## config.mk

```make
export PLATFORM = sky130hd
export DESIGN_NAME = vend_ctrl
export DESIGN_NICKNAME = d
export VERILOG_FILES = /design/src/rtl/vend_pkg.sv /design/src/rtl/vend_timer.sv /design/src/rtl/vend_ctrl.sv
export SDC_FILE = /design/constraint.sdc
export NUM_CORES = 1
export LEC_CHECK = 0
export ABC_AREA = 0
export CAP_MARGIN = 20
export CORE_MARGIN = 2
export CORE_UTILIZATION = 55
export DETAILED_ROUTE_END_ITERATION = 7
export GPL_TIMING_DRIVEN = 0
export PLACE_DENSITY = 0.9
export SLEW_MARGIN = 20
export SYNTH_ARGS = -nofsm -noshare
export SYNTH_HDL_FRONTEND = slang
export SYNTH_SLANG_ARGS = --single-unit
```

## constraint.sdc

```tcl
create_clock -name clk -period 7.8 [get_ports clk]
set_clock_uncertainty 0.15 [all_clocks]
set_input_delay 0.78 -clock clk [delete_from_list [all_inputs] [get_ports clk]]
set_output_delay 0.78 -clock clk [all_outputs]
set_load 0.005 [all_outputs]
```

## src/rtl/vend_pkg.sv

```systemverilog
// Shared types and constants for the vending controller.
// Provides the FSM state enum and the accepted coin values.
package vend_pkg;

    typedef enum logic [2:0] {
        IDLE    = 3'd0,
        COLLECT = 3'd1,
        VEND    = 3'd2,
        CHANGE  = 3'd3,
        REFUND  = 3'd4
    } vend_state_t;

    localparam int COIN_5_VAL  = 5;
    localparam int COIN_10_VAL = 10;

endpackage

```

## src/rtl/vend_timer.sv

```systemverilog
// Dispense watchdog: cleared by load, advances while count is high,
// expire is high in the TIMEOUT-th consecutive counting cycle.
// Ports: clk, reset_n, load, count -> expire.
module vend_timer #(
    parameter int TIMEOUT = 16
) (
    input  logic clk,
    input  logic reset_n,
    input  logic load,
    input  logic count,
    output logic expire
);

    localparam logic [7:0] LAST = 8'(TIMEOUT - 1);

    logic [7:0] cnt;

    always_ff @(posedge clk or negedge reset_n) begin
        if (!reset_n) begin
            cnt <= '0;
        end else if (load) begin
            cnt <= '0;
        end else if (count && cnt != LAST) begin
            cnt <= cnt + 8'd1;
        end
    end

    // cnt holds (cycles already spent counting), so LAST marks the final one
    assign expire = count && (cnt == LAST);

endmodule

```

## src/rtl/vend_ctrl.sv

```systemverilog
// Vending controller: collects 5/10 coins, vends at PRICE, pays change
// or refunds one 5-unit coin every other cycle.
// Ports: clk, reset_n, coin_5, coin_10, cancel, dispense_done ->
//        dispense_req, change_5, coin_reject, vend_fault, busy, credit[5:0].
// Build option: VEND_TIMEOUT_EN adds a dispense watchdog (vend_timer)
// that aborts a stuck vend after TIMEOUT cycles and refunds the credit.
module vend_ctrl #(
    parameter int PRICE      = 25,
    parameter int MAX_CREDIT = 40,
    parameter int TIMEOUT    = 16
) (
    input  logic       clk,
    input  logic       reset_n,
    input  logic       coin_5,
    input  logic       coin_10,
    input  logic       cancel,
    input  logic       dispense_done,
    output logic       dispense_req,
    output logic       change_5,
    output logic       coin_reject,
    output logic       vend_fault,
    output logic       busy,
    output logic [5:0] credit
);

    import vend_pkg::*;

    localparam logic [6:0] PRICE_W = 7'(PRICE);
    localparam logic [6:0] MAX_W   = 7'(MAX_CREDIT);
    localparam logic [6:0] C5_W    = 7'(COIN_5_VAL);
    localparam logic [6:0] C10_W   = 7'(COIN_10_VAL);
    localparam logic [5:0] PRICE_6 = 6'(PRICE);
    localparam logic [5:0] C5_6    = 6'(COIN_5_VAL);

    vend_state_t state, state_n;
    logic [5:0]  credit_n;
    logic [6:0]  sum, add;
    logic        phase, phase_n;
    logic        chg_n, rej_n;
    logic        any_coin;

    assign any_coin = coin_5 | coin_10;

`ifdef VEND_TIMEOUT_EN
    logic expire;
    logic fault_n;

    vend_timer #(
        .TIMEOUT(TIMEOUT)
    ) u_timer (
        .clk    (clk),
        .reset_n(reset_n),
        .load   (state != VEND),
        .count  (state == VEND),
        .expire (expire)
    );
`endif

    always_comb begin
        state_n  = state;
        credit_n = credit;
        phase_n  = phase;
        chg_n    = 1'b0;
        rej_n    = 1'b0;
        sum      = {1'b0, credit};
        add      = '0;
`ifdef VEND_TIMEOUT_EN
        fault_n  = 1'b0;
`endif
        unique case (state)
            IDLE, COLLECT: begin
                if (cancel && state == COLLECT) begin
                    // cancel wins; any coin this cycle bounces
                    state_n = REFUND;
                    phase_n = 1'b0;
                    rej_n   = any_coin;
                end else begin
                    if (coin_10) begin
                        if (sum + C10_W <= MAX_W) add = C10_W;
                        else                      rej_n = 1'b1;
                    end
                    if (coin_5) begin
                        // a simultaneous 10 always takes the slot
                        if (coin_10 || (sum + C5_W > MAX_W)) rej_n = 1'b1;
                        else                                 add = C5_W;
                    end
                    sum      = sum + add;
                    credit_n = sum[5:0];
                    if (sum >= PRICE_W)    state_n = VEND;
                    else if (sum != '0)    state_n = COLLECT;
                end
            end
            VEND: begin
                rej_n = any_coin;
                if (dispense_done) begin
                    credit_n = credit - PRICE_6;
                    phase_n  = 1'b0;
                    state_n  = (credit_n != '0) ? CHANGE : IDLE;
                end
`ifdef VEND_TIMEOUT_EN
                else if (expire) begin
                    fault_n = 1'b1;
                    phase_n = 1'b0;
                    state_n = REFUND;
                end
`endif
            end
            CHANGE, REFUND: begin
                rej_n = any_coin;
                if (credit == '0) begin
                    state_n = IDLE;
                end else if (!phase) begin
                    // high half of the pulse: pay out one coin
                    chg_n    = 1'b1;
                    credit_n = credit - C5_6;
                    phase_n  = 1'b1;
                    if (credit == C5_6) state_n = IDLE;
                end else begin
                    phase_n = 1'b0;
                end
            end
            default: begin
                state_n  = IDLE;
                credit_n = '0;
            end
        endcase
    end

    always_ff @(posedge clk or negedge reset_n) begin
        if (!reset_n) begin
            state        <= IDLE;
            credit       <= '0;
            phase        <= 1'b0;
            dispense_req <= 1'b0;
            change_5     <= 1'b0;
            coin_reject  <= 1'b0;
        end else begin
            state        <= state_n;
            credit       <= credit_n;
            phase        <= phase_n;
            dispense_req <= (state_n == VEND);
            change_5     <= chg_n;
            coin_reject  <= rej_n;
        end
    end

`ifdef VEND_TIMEOUT_EN
    always_ff @(posedge clk or negedge reset_n) begin
        if (!reset_n) vend_fault <= 1'b0;
        else          vend_fault <= fault_n;
    end
`else
    assign vend_fault = 1'b0;
`endif

    assign busy = (state == VEND) || (state == CHANGE) || (state == REFUND);

endmodule

```

# After elaboration in Yosys (flattened, before gate mapping)
# Index checks and enable logic that the tools add are counted.
dict set report word_totals {
  ff_bits 13
  input_bits 6
  elab_cells 73
}
dict set report classes {
  n_addsub 5
  order_cmp 3
  n_eq_ne 11
  n_mux 33
  bitwise_logic 1
  reduce_logical 14
}
# op count
set op_table {}
lappend op_table {{$mux 7} 4}
lappend op_table {{$mux 6} 4}
lappend op_table {{$mux 3} 7}
lappend op_table {{$pmux 6 s3} 1}
lappend op_table {{$mux 1} 11}
lappend op_table {{$ne 2x2->1 const B} 5}
lappend op_table {{$eq 3x2->1 const B} 3}
lappend op_table {{$pmux 3 s3} 1}
lappend op_table {{$mux 4} 2}
lappend op_table {{$reduce_and 4->1} 2}
lappend op_table {{$add 6x3->7 const B} 1}
lappend op_table {{$add 6x4->7 const B} 1}
lappend op_table {{$add 6x7->7} 1}
lappend op_table {{$ge 7x5->1 const B} 1}
lappend op_table {{$gt 7x6->1 const B} 1}
lappend op_table {{$le 7x6->1 const B} 1}
lappend op_table {{$reduce_bool 7->1} 1}
lappend op_table {{$eq 6x3->1 const B} 1}
lappend op_table {{$logic_not 6->1} 1}
lappend op_table {{$reduce_bool 6->1} 1}
lappend op_table {{$sub 6x3->6 const B} 1}
lappend op_table {{$sub 6x5->6 const B} 1}
lappend op_table {{$reduce_or 2->1} 2}
lappend op_table {{$eq 3x1->1 const B} 1}
lappend op_table {{10 further kinds} 12}

# Logic depth before layout (Yosys ltp)
# Gate-level depths: netlist of the first run.
dict set report depth {
  ltp_word 15
  ltp_mapped 17
  ltp_nobuf 16
}

# Worst setup path before layout of the first run
# Ideal clock, no wire load.
dict set report synth_path {
  kind {reg2reg}
  start {register credit[2]}
  end {register dispense_req}
  arrival_time_ps 3623
  required_ps 7583
  slack_ps 3961
  path_stages_with_launch 18
  path_buffers 1
  synth_period_minus_slack_ps 3839
  path_cell_list {dfrtp_1 > buf_2 > inv_1 > ha_1 > nand2_1 > and3_1 > o21ai_0 > o221ai_1 > a2111oi_2 > ha_1 > inv_1 > fa_1 > nand2b_1 > a21oi_1 > xnor2_1 > o32a_1 > o211ai_1 > and3_1}
}
dict set report synth_via {
  elab_chain_cells 15
  word_cells_on_any_way 28
}
# element line_no
set synth_rtl {}
lappend synth_rtl {{start, declared} vend_ctrl.sv:23} ;# output logic [5:0] credit
lappend synth_rtl {{start signal, assigned} vend_ctrl.sv:139} ;# credit <= credit_n;
lappend synth_rtl {{parallel branches: the longest is 13 deep, another holds $add 6x4->7} -}
lappend synth_rtl {{$pmux 3 s3 (*)} vend_ctrl.sv:70} ;# unique case (state)
lappend synth_rtl {{via state_n[1]} vend_ctrl.sv:35} ;# vend_state_t state, state_n;
lappend synth_rtl {{$eq 3x2->1 (*)} vend_ctrl.sv:141} ;# dispense_req <= (state_n == VEND);
lappend synth_rtl {{end signal, assigned} vend_ctrl.sv:141}
lappend synth_rtl {{end, declared} vend_ctrl.sv:18} ;# output logic dispense_req,
# Mark *: on every way through the listed nets, which the timed path passes. The select of a mux whose other input is x is not followed.
# A chain may end at the register's enable or synchronous reset.

# Worst setup path in the final report of the first run
# Ends and elaborated chain as after synthesis.

==> flow_metrics.tcl, run 1 <==
set metrics [dict create \
    outcome "finished, final reports clean" \
    synth.avg_cell_area_um2 7.96 \
    synth_compound_area_frac 0.266 \
    start_kind "flop" \
    grt_overflow 0 \
    critical_path_arrival_ns 4.59 \
    cts_hold_buffers 0 \
    cp-end-kind "flop" \
    clockBufferDepth 2 \
    max_slew_margin 0.548 \
    synth_top_family_by_area "compound AO/OA/AOI/OAI gates" \
    rows 18 \
    setup_tns_ns 0 \
    num_vias 1518 \
    grt_pass1_vias 1482 \
    clk_pin_slew_ns 0.09 \
    synth_cell_types 58 \
    cts_tree "done" \
    ys_top_cells_by_count "16 x nand2_1, 15 x nor2_1, 14 x ha_1" \
    synth-seq-cells 13 \
    whs_ns 0.413 \
    num_io_pins 17 \
    io_buffers 15 \
    power.leakage_nw 0.723 \
    synth_largest_area_cell "dfrtp_1" \
    start_util 0.590 \
    via_per_inst 6.43 \
    die_h_um 56.0 \
    synthTopCellsByArea "dfrtp_1 22%, ha_1 12%, a21oi_1 4.4%" \
    postCtsSetupBuffers 0 \
    tightest_slew_ns 0.675 \
    synth_cells 187 \
    utilization 0.676 \
    synth_edf_count 0 \
    yosys.area_share.adder 0.131 \
    clk_latency_ns 0.28 \
    yosysMostFrequentCell "nand2_1" \
    h-tree-depth 1 \
    antennaDiodeCount 0 \
    fin_crit_sh 0.579 \
    rsz0062_at_grt "false" \
    cts-root-buf "clkbuf_4" \
    grt_max_degree 14 \
    syn_area_um2 1490 \
    yosys.area_share.simple 0.262 \
    drv_cap 0 \
    routabilityCongestion 0.959 \
    dr.first_iter.drc_count 66 \
    path_class "flop to flop" \
    yosysWarnings 0 \
    syn-num-nets 208 \
    wl_per_cell_um 17.3 \
    numCtsBuffers 3 \
    setup_violations 0 \
    antenna_found_initial 0 \
    muxShareOfSynthArea 0.0286 \
    die_w_um 56.0 \
    async_flop_share 1.00 \
    postCtsResizedCells 0 \
    fmax_mhz 221 \
    synth-xor-area-share 0.0235 \
    yosysSeqAreaShare 0.218 \
    place_hpwl_mm 3.08 \
    min_path_type "flop to flop" \
    cp_max_fo 10 \
    ir_worst_vdd_mv 0.327 \
    synth_ff_type "dfrtp_1" \
    maxSlewViolCount 0 \
    area_delta_synth_final_pct 14.5 \
    cts.sinks 13 \
    p_per_area_nw_per_um2 488 \
    hold_viol 0 \
    die_area_um2 3140 \
    firstDrtPassIters 4 \
    core_area_um2 2520 \
    drt_wl_total_mm 4.07 \
    grt_pass1_wl_mm 6.88 \
    min_period_ns 4.52 \
    drtAntennaViolNets 0 \
    cp_data_required_time_ns 7.87 \
    final_nets 228 \
    grt_usage 0.273 \
    drive_above_1_share 0.112 \
    netlist.area_leader.share 0.218 \
    drc_errors 0 \
]
==> final timing paths <==
path / from / end / slack, ns / cells past startpoint
max: credit[2] / dispense_req / 3.28 / 17
min: phase / change_5 / 0.41 / 1
max reg2reg: credit[2] / dispense_req / 3.28 / 17
min reg2reg: phase / change_5 / 0.41 / 1
max in group asynchronous: reset_n / credit[2] / 6.32 / 1
min in group asynchronous: reset_n / credit[5] / 0.75 / 1
==> through the flow <==
stage	total power, mW	cell area [µm²]	cells	worst slack [ns]
floorplan	0.591	1490	187	3.96
CTS	0.821	1700	236	3.30
global route	0.906	1700	236	2.97
detailed placement	0.773	1680	232	3.31
finish	0.832	1700	236	3.28
global placement	0.746	1680	232	3.53
==> registers in the layout, indices dropped and copies added, names as in the netlist <==
register,count
credit,6
state,3
change_5,1
coin_reject,1
dispense_req,1
phase,1
==> metal layers <==
metal | track usage | vias up | share of wire
met2 | 0.445 | 65 | 0.48
met5 | 0 | - | 0
met4 | 0.0850 | 0 | 0.027
met1 | 0.348 | 722 | 0.42
met3 | 0.0767 | 10 | 0.074
li1 | - | 721 | -
==> layout by cell type, fill, tap and decap left out, types with 2 or more instances in the layout <==
cell type	instances
nand2_1	16
nor2_1	15
clkdlybuf4s50_1	15
ha_1	14
a21oi_1	13
dfrtp_1	13
inv_1	12
o21ai_0	12
nor3_1	8
clkbuf_1	5
nand3_1	4
nand2b_1	4
and3_1	3
nor3b_1	3
or2_2	3
a221oi_1	3
xnor2_1	3
a21o_1	3
o211ai_1	3
clkbuf_4	3
buf_4	2
buf_2	2
a31oi_1	2
o221ai_1	2
nor2b_1	2
a2bb2oi_1	2
nor4_1	2
nand4_1	2
mux2i_1	2
mux2_2	2
==> kinds of logic (layout without fill, tap and decap cells) <==
kind of cell	Yosys count	count (layout)
AO/OA/AOI/OAI	56	56
XOR/XNOR	4	4
adder cells (fa/ha/maj)	15	15
buffers and inverters	22	41
flip-flops	13	13
multiplexers	4	4
other	1	1
AND/OR/NAND/NOR	72	72
==> power by group <==
part | switching (mW) | leakage, nW | internal, mW
clock | 0.0249 | 0.0177 | 0.0190
sequential | 0.0388 | 0.161 | 0.103
combinational | 0.369 | 0.545 | 0.278
total | 0.433 | 0.723 | 0.399
==> critical path, stage by stage, from the launching register on <==
cell and delay (ns):
dfrtp_1 0.48, buf_2 0.23, inv_1 0.19, ha_1 0.20, nand2_1 0.07, and3_1 0.20
o21ai_0 0.14, o221ai_1 0.18, a2111oi_2 0.57, ha_1 0.30, inv_1 0.07, fa_1 0.39
nand2b_1 0.16, a21oi_1 0.23, xnor2_1 0.18, o32a_1 0.35, o211ai_1 0.19, and3_1 0.19
==> final cells by class <==
class	instances	area [µm²]
plain buffers	10	55.1
clock buffers	3	22.5
clock inverters	1	5.00
fillers	222	818
inverters	12	45.0
multi-input cells	152	1060
flip-flops and latches	13	325
well taps	30	37.5
repair buffers	15	150
Power figures use the tool's default switching activity.
==> inputs of run 2 (changes only) <==
CORE_UTILIZATION = 51   (was 55)
PLACE_DENSITY = 0.88   (was 0.9)
clock period = 4.1 ns   (was 7.8 ns; I/O delays follow)
==> run 2 against run 1 <==
  * First-iteration DRC count down 29%
  * Final cell count increased by 3.0%
  * Clock power up 92%
  * Combinational power rose by 96%
  * Maximum frequency rose by 16%
  * Critical path type unchanged
  * Flip-flop and latch count stayed put
  * Largest cell class unchanged
  * Critical endpoint unchanged
==> flow_metrics.tcl, run 2 (same netlist as run 1, synthesis figures left out) <==
set metrics [dict create \
    outcome "finished, final reports clean" \
    hold_viol 0 \
    drt_wl_total_mm 3.88 \
    start_kind "flop" \
    rows 19 \
    setup_violations 0 \
    via_per_inst 6.14 \
    clockBufferDepth 2 \
    fin_crit_sh 0.949 \
    drtAntennaViolNets 0 \
    fin_ws_ns 0.210 \
    start_util 0.540 \
    drive_above_1_share 0.165 \
    grt_overflow 0 \
    top_regs "credit x6, state x3" \
    die_area_um2 3370 \
    io_buffers 15 \
    critical_path_arrival_ns 3.96 \
    drv_cap 0 \
    p_per_area_nw_per_um2 908 \
    wl_per_cell_um 16.0 \
    power.leakage_nw 0.754 \
    cp_max_fo 9 \
    cts_hold_buffers 0 \
    antenna_found_initial 0 \
    final_nets 234 \
    maxSlewViolCount 0 \
    grt_max_degree 14 \
    pre_cts_slack_ns -0.270 \
    cp-end-kind "flop" \
    antennaDiodeCount 0 \
    place_hpwl_mm 2.81 \
    tightest_slew_ns 0.642 \
    top_register "credit" \
    h-tree-depth 1 \
    firstDrtPassIters 4 \
    die_h_um 58.0 \
    mostFrequentLayoutCells "16 x nand2_1, 15 x nor2_1, 15 x clkdlybuf4s50_1" \
    largest_reg_flops 6 \
    cp_data_required_time_ns 4.17 \
    cts_tree "done" \
    cts-root-buf "clkbuf_4" \
    min_period_ns 3.89 \
    area_delta_synth_final_pct 20.2 \
    layout_commonest_cell "nand2_1" \
    fillCellCount 234 \
    path_class "flop to flop" \
    min_path_type "input pin to asynchronous set/reset pin" \
    core_area_um2 2760 \
    grt_usage 0.256 \
    drc_errors 0 \
    ir_worst_vdd_mv 0.620 \
    cts.sinks 13 \
    numCtsBuffers 3 \
    die_w_um 58.0 \
    max_slew_margin 0.571 \
    num_vias 1493 \
    grt_pass1_wl_mm 6.60 \
    fmax_mhz 257 \
    routabilityCongestion 0.970 \
    grt_pass1_vias 1411 \
    clk_latency_ns 0.28 \
    dr.first_iter.drc_count 47 \
    clk_pin_slew_ns 0.09 \
    num_io_pins 17 \
    setup_tns_ns 0 \
]
==> run 2: what timing repair did <==
item / 4_1_cts / 5_1_grt
buffers inserted: 3 / 4
pin swaps: 2 / 2
endpoints found under the setup margin: 4 / 5
gates resized for setup: 4 / 6
==> run 2: worst paths after layout <==
check | startpoint | end | slack (ns) | depth (start not counted)
worst max-delay path | credit[0] | dispense_req | 0.21 | 14
worst min-delay path | reset_n | credit[4] | 0.36 | 1
worst max register to register | credit[0] | dispense_req | 0.21 | 14
worst min register to register | phase | change_5 | 0.42 | 1
max in group asynchronous | reset_n | credit[2] | 2.99 | 1
min in group clk | phase | change_5 | 0.42 | 1
==> run 2: worst max-delay path, cell delays in order (launching register included) <==
cell       delay [ns]
dfrtp_1          0.50
ha_1             0.26
or3b_1           0.36
a21oi_1          0.20
nor2_1           0.09
a2111oi_4        0.37
ha_2             0.24
inv_1            0.05
fa_1             0.39
nand2b_1         0.18
a21oi_2          0.21
xnor2_2          0.11
o32a_1           0.34
o211ai_1         0.19
and3_1           0.17
==> run 2: layout make-up <==
cell class	count	area, µm²	area share
multi-input cells	152	1100	0.613
flip-flops and latches	13	328	0.183
repair buffers	22	203	0.113
plain buffers	9	50.0	0.0280
inverters	12	47.5	0.0266
well taps	31	38.8	0.0217
clock buffers	4	26.3	0.0147
==> run 2: stage by stage <==
| stage | utilization | total power [mW] | area [µm²] | hold slack, ns | instances |
|---|---|---|---|---|---|
| floorplan | - | 1.12 | 1490 | -0.0356 | 187 |
| CTS | 0.629 | 1.55 | 1730 | 0.380 | 240 |
| global placement | 0.608 | 1.42 | 1680 | 0.408 | 233 |
| detailed placement | 0.608 | 1.45 | 1680 | 0.399 | 233 |
| finish | 0.649 | 1.62 | 1790 | 0.362 | 243 |
| global route | 0.649 | 1.78 | 1790 | 0.412 | 243 |
==> run 2: routing by layer <==
layer  share of wire  global-route usage  routed length (µm)  up-vias
met3           0.061              0.0335                 238       13
met2            0.46               0.411                1780       54
met4           0.032              0.0864                 125        0
met1            0.45               0.357                1730      694
li1                -                   -                   -      732
met5               0                   0                   0        -
==> run 2: where the power goes <==
group          internal, mW  switching (mW)
Sequential            0.198          0.0744
Clock                0.0377          0.0463
Combinational         0.567           0.702
Total                 0.802           0.823
==> inputs of run 3 (changes only) <==
CORE_MARGIN = 5   (was 2)
==> run 3 against run 2 <==
  * Flip-flop and latch count unchanged
  * Highest routed layer unchanged
  * Core utilization down 1.4 points
  * Largest power group unchanged
  * Clock-buffer cell count unchanged
==> flow_metrics.tcl, run 3 (same netlist as run 1, synthesis figures left out) <==
set metrics [dict create \
    fin_crit_sh 0.952 \
    layout_commonest_cell "nand2_1" \
    start_util 0.535 \
    antennaDiodeCount 0 \
    drc_errors 0 \
    clockBufferDepth 2 \
    dr.first_iter.drc_count 65 \
    firstDrtPassIters 4 \
    clk_latency_ns 0.29 \
    dpl_cell_area_um2 1680 \
    final_nets 232 \
    fillCellCount 241 \
    setup_tns_ns 0 \
    grt_pass1_vias 1400 \
    hold_viol 0 \
    whs_ns 0.354 \
    routabilityCongestion 0.929 \
    wl_per_cell_um 15.9 \
    power.leakage_nw 0.740 \
    crit_top_cell "and3_1" \
    core_area_um2 2780 \
    die_w_um 64.0 \
    die_h_um 64.0 \
    cpPeakStageDelay_ns 0.53 \
    mostFrequentLayoutCells "16 x nand2_1, 15 x nor2_1, 15 x clkdlybuf4s50_1" \
    cts.sinks 13 \
    cp-end-kind "flop" \
    die_area_um2 4100 \
    fmax_mhz 256 \
    drv_cap 0 \
    cts-root-buf "clkbuf_4" \
    grt_overflow 0 \
    drt_wl_total_mm 3.83 \
    io_buffers 15 \
    top_regs "credit x6, state x3" \
    rows 19 \
    grt_max_degree 14 \
    crit_slowest_cell "dfrtp_2" \
    utilization 0.635 \
    final_area_um2 1770 \
    worstPathCellList "inv_4, ha_1, nand2_1, and3_1, o21ai_1, o221ai_2, a2111oi_4, ha_2, inv_1, fa_1, nand2b_1, a21oi_2, xnor2_1, o32a_1, o211ai_1, and3_1" \
    antenna_found_initial 0 \
    p_per_area_nw_per_um2 907 \
    setup_violations 0 \
    num_io_pins 17 \
    path_class "flop to flop" \
    cp_data_required_time_ns 4.17 \
    cp_max_fo 14 \
    largest_reg_flops 6 \
    start_kind "flop" \
    h-tree-depth 1 \
    outcome "finished, final reports clean" \
    area_delta_synth_final_pct 18.7 \
    tightest_slew_ns 0.631 \
    place_hpwl_mm 2.89 \
    maxSlewViolCount 0 \
    grt_usage 0.192 \
    min_path_type "input pin to asynchronous set/reset pin" \
    cts_tree "done" \
    clk_pin_slew_ns 0.10 \
    drive_above_1_share 0.152 \
    numCtsBuffers 3 \
    critical_path_arrival_ns 3.97 \
    crit_family "compound AO/OA/AOI/OAI gates" \
    r2r_slack_ns 0.20 \
    via_per_inst 6.19 \
    top_register "credit" \
    min_period_ns 3.90 \
    grt_pass1_wl_mm 6.47 \
    drtAntennaViolNets 0 \
    fin_ws_ns 0.198 \
    num_vias 1492 \
    cp_num_buf_inv 2 \
    ir_worst_vdd_mv 0.637 \
    pre_cts_slack_ns -0.206 \
    max_slew_margin 0.578 \
]
-- run 3: changes by cell type in the layout (fill, tap and decap cells not counted) --
| cell | previous run | this run |
|---|---|---|
| xnor2_1 | 2 | 3 |
| buf_4 | 9 | 7 |
| xnor2_2 | 1 | 0 |
-- run 3: routing by layer --
| metal | track usage | wire [µm] |
|---|---|---|
| met1 | 0.244 | 1560 |
| met2 | 0.322 | 1880 |
| met3 | 0.0508 | 335 |
| met4 | 0.0494 | 51 |
| met5 | 0 | 0 |
-- run 3: repair_timing --
action,4_1_cts,5_1_grt
hold buffers,0,0
setup endpoints to repair,4,4
buffers inserted,1,4
pin swaps,1,2
resized for setup,4,5
-- run 3: worst paths after layout --
path / start / to / cells after the start
setup / recovery: credit[2] / dispense_req / 16
hold / removal: reset_n / change_5 / 1
setup reg to reg: credit[2] / dispense_req / 16
hold reg to reg: phase / change_5 / 1
max in group asynchronous: reset_n / credit[1] / 1
min in group clk: phase / change_5 / 1
-- run 3: cell type report --
type | count | area [µm²] | area share
Multi-Input combinational cell | 152 | 1090 | 0.616
Sequential cell | 13 | 328 | 0.186
Inverter | 12 | 47.5 | 0.0269
Clock buffer | 4 | 26.3 | 0.0149
Tap cell | 31 | 38.8 | 0.0220
Buffer | 9 | 50.0 | 0.0283
Timing Repair Buffer | 20 | 188 | 0.106
-- run 3: where the power goes --
group / leakage (nW) / internal (mW) / total [mW] / switching [mW]
logic: 0.566 / 0.555 / 1.24 / 0.681
clock network: 0.0150 / 0.0378 / 0.0860 / 0.0483
registers: 0.159 / 0.197 / 0.280 / 0.0831
total: 0.740 / 0.790 / 1.60 / 0.813
-- run 3: stage by stage --
step	std cells	power, mW
3_3_place_gp	233	1.42
5_1_grt	241	1.76
3_5_place_dp	233	1.45
4_1_cts	238	1.55
6_report	241	1.60
2_1_floorplan	187	1.12
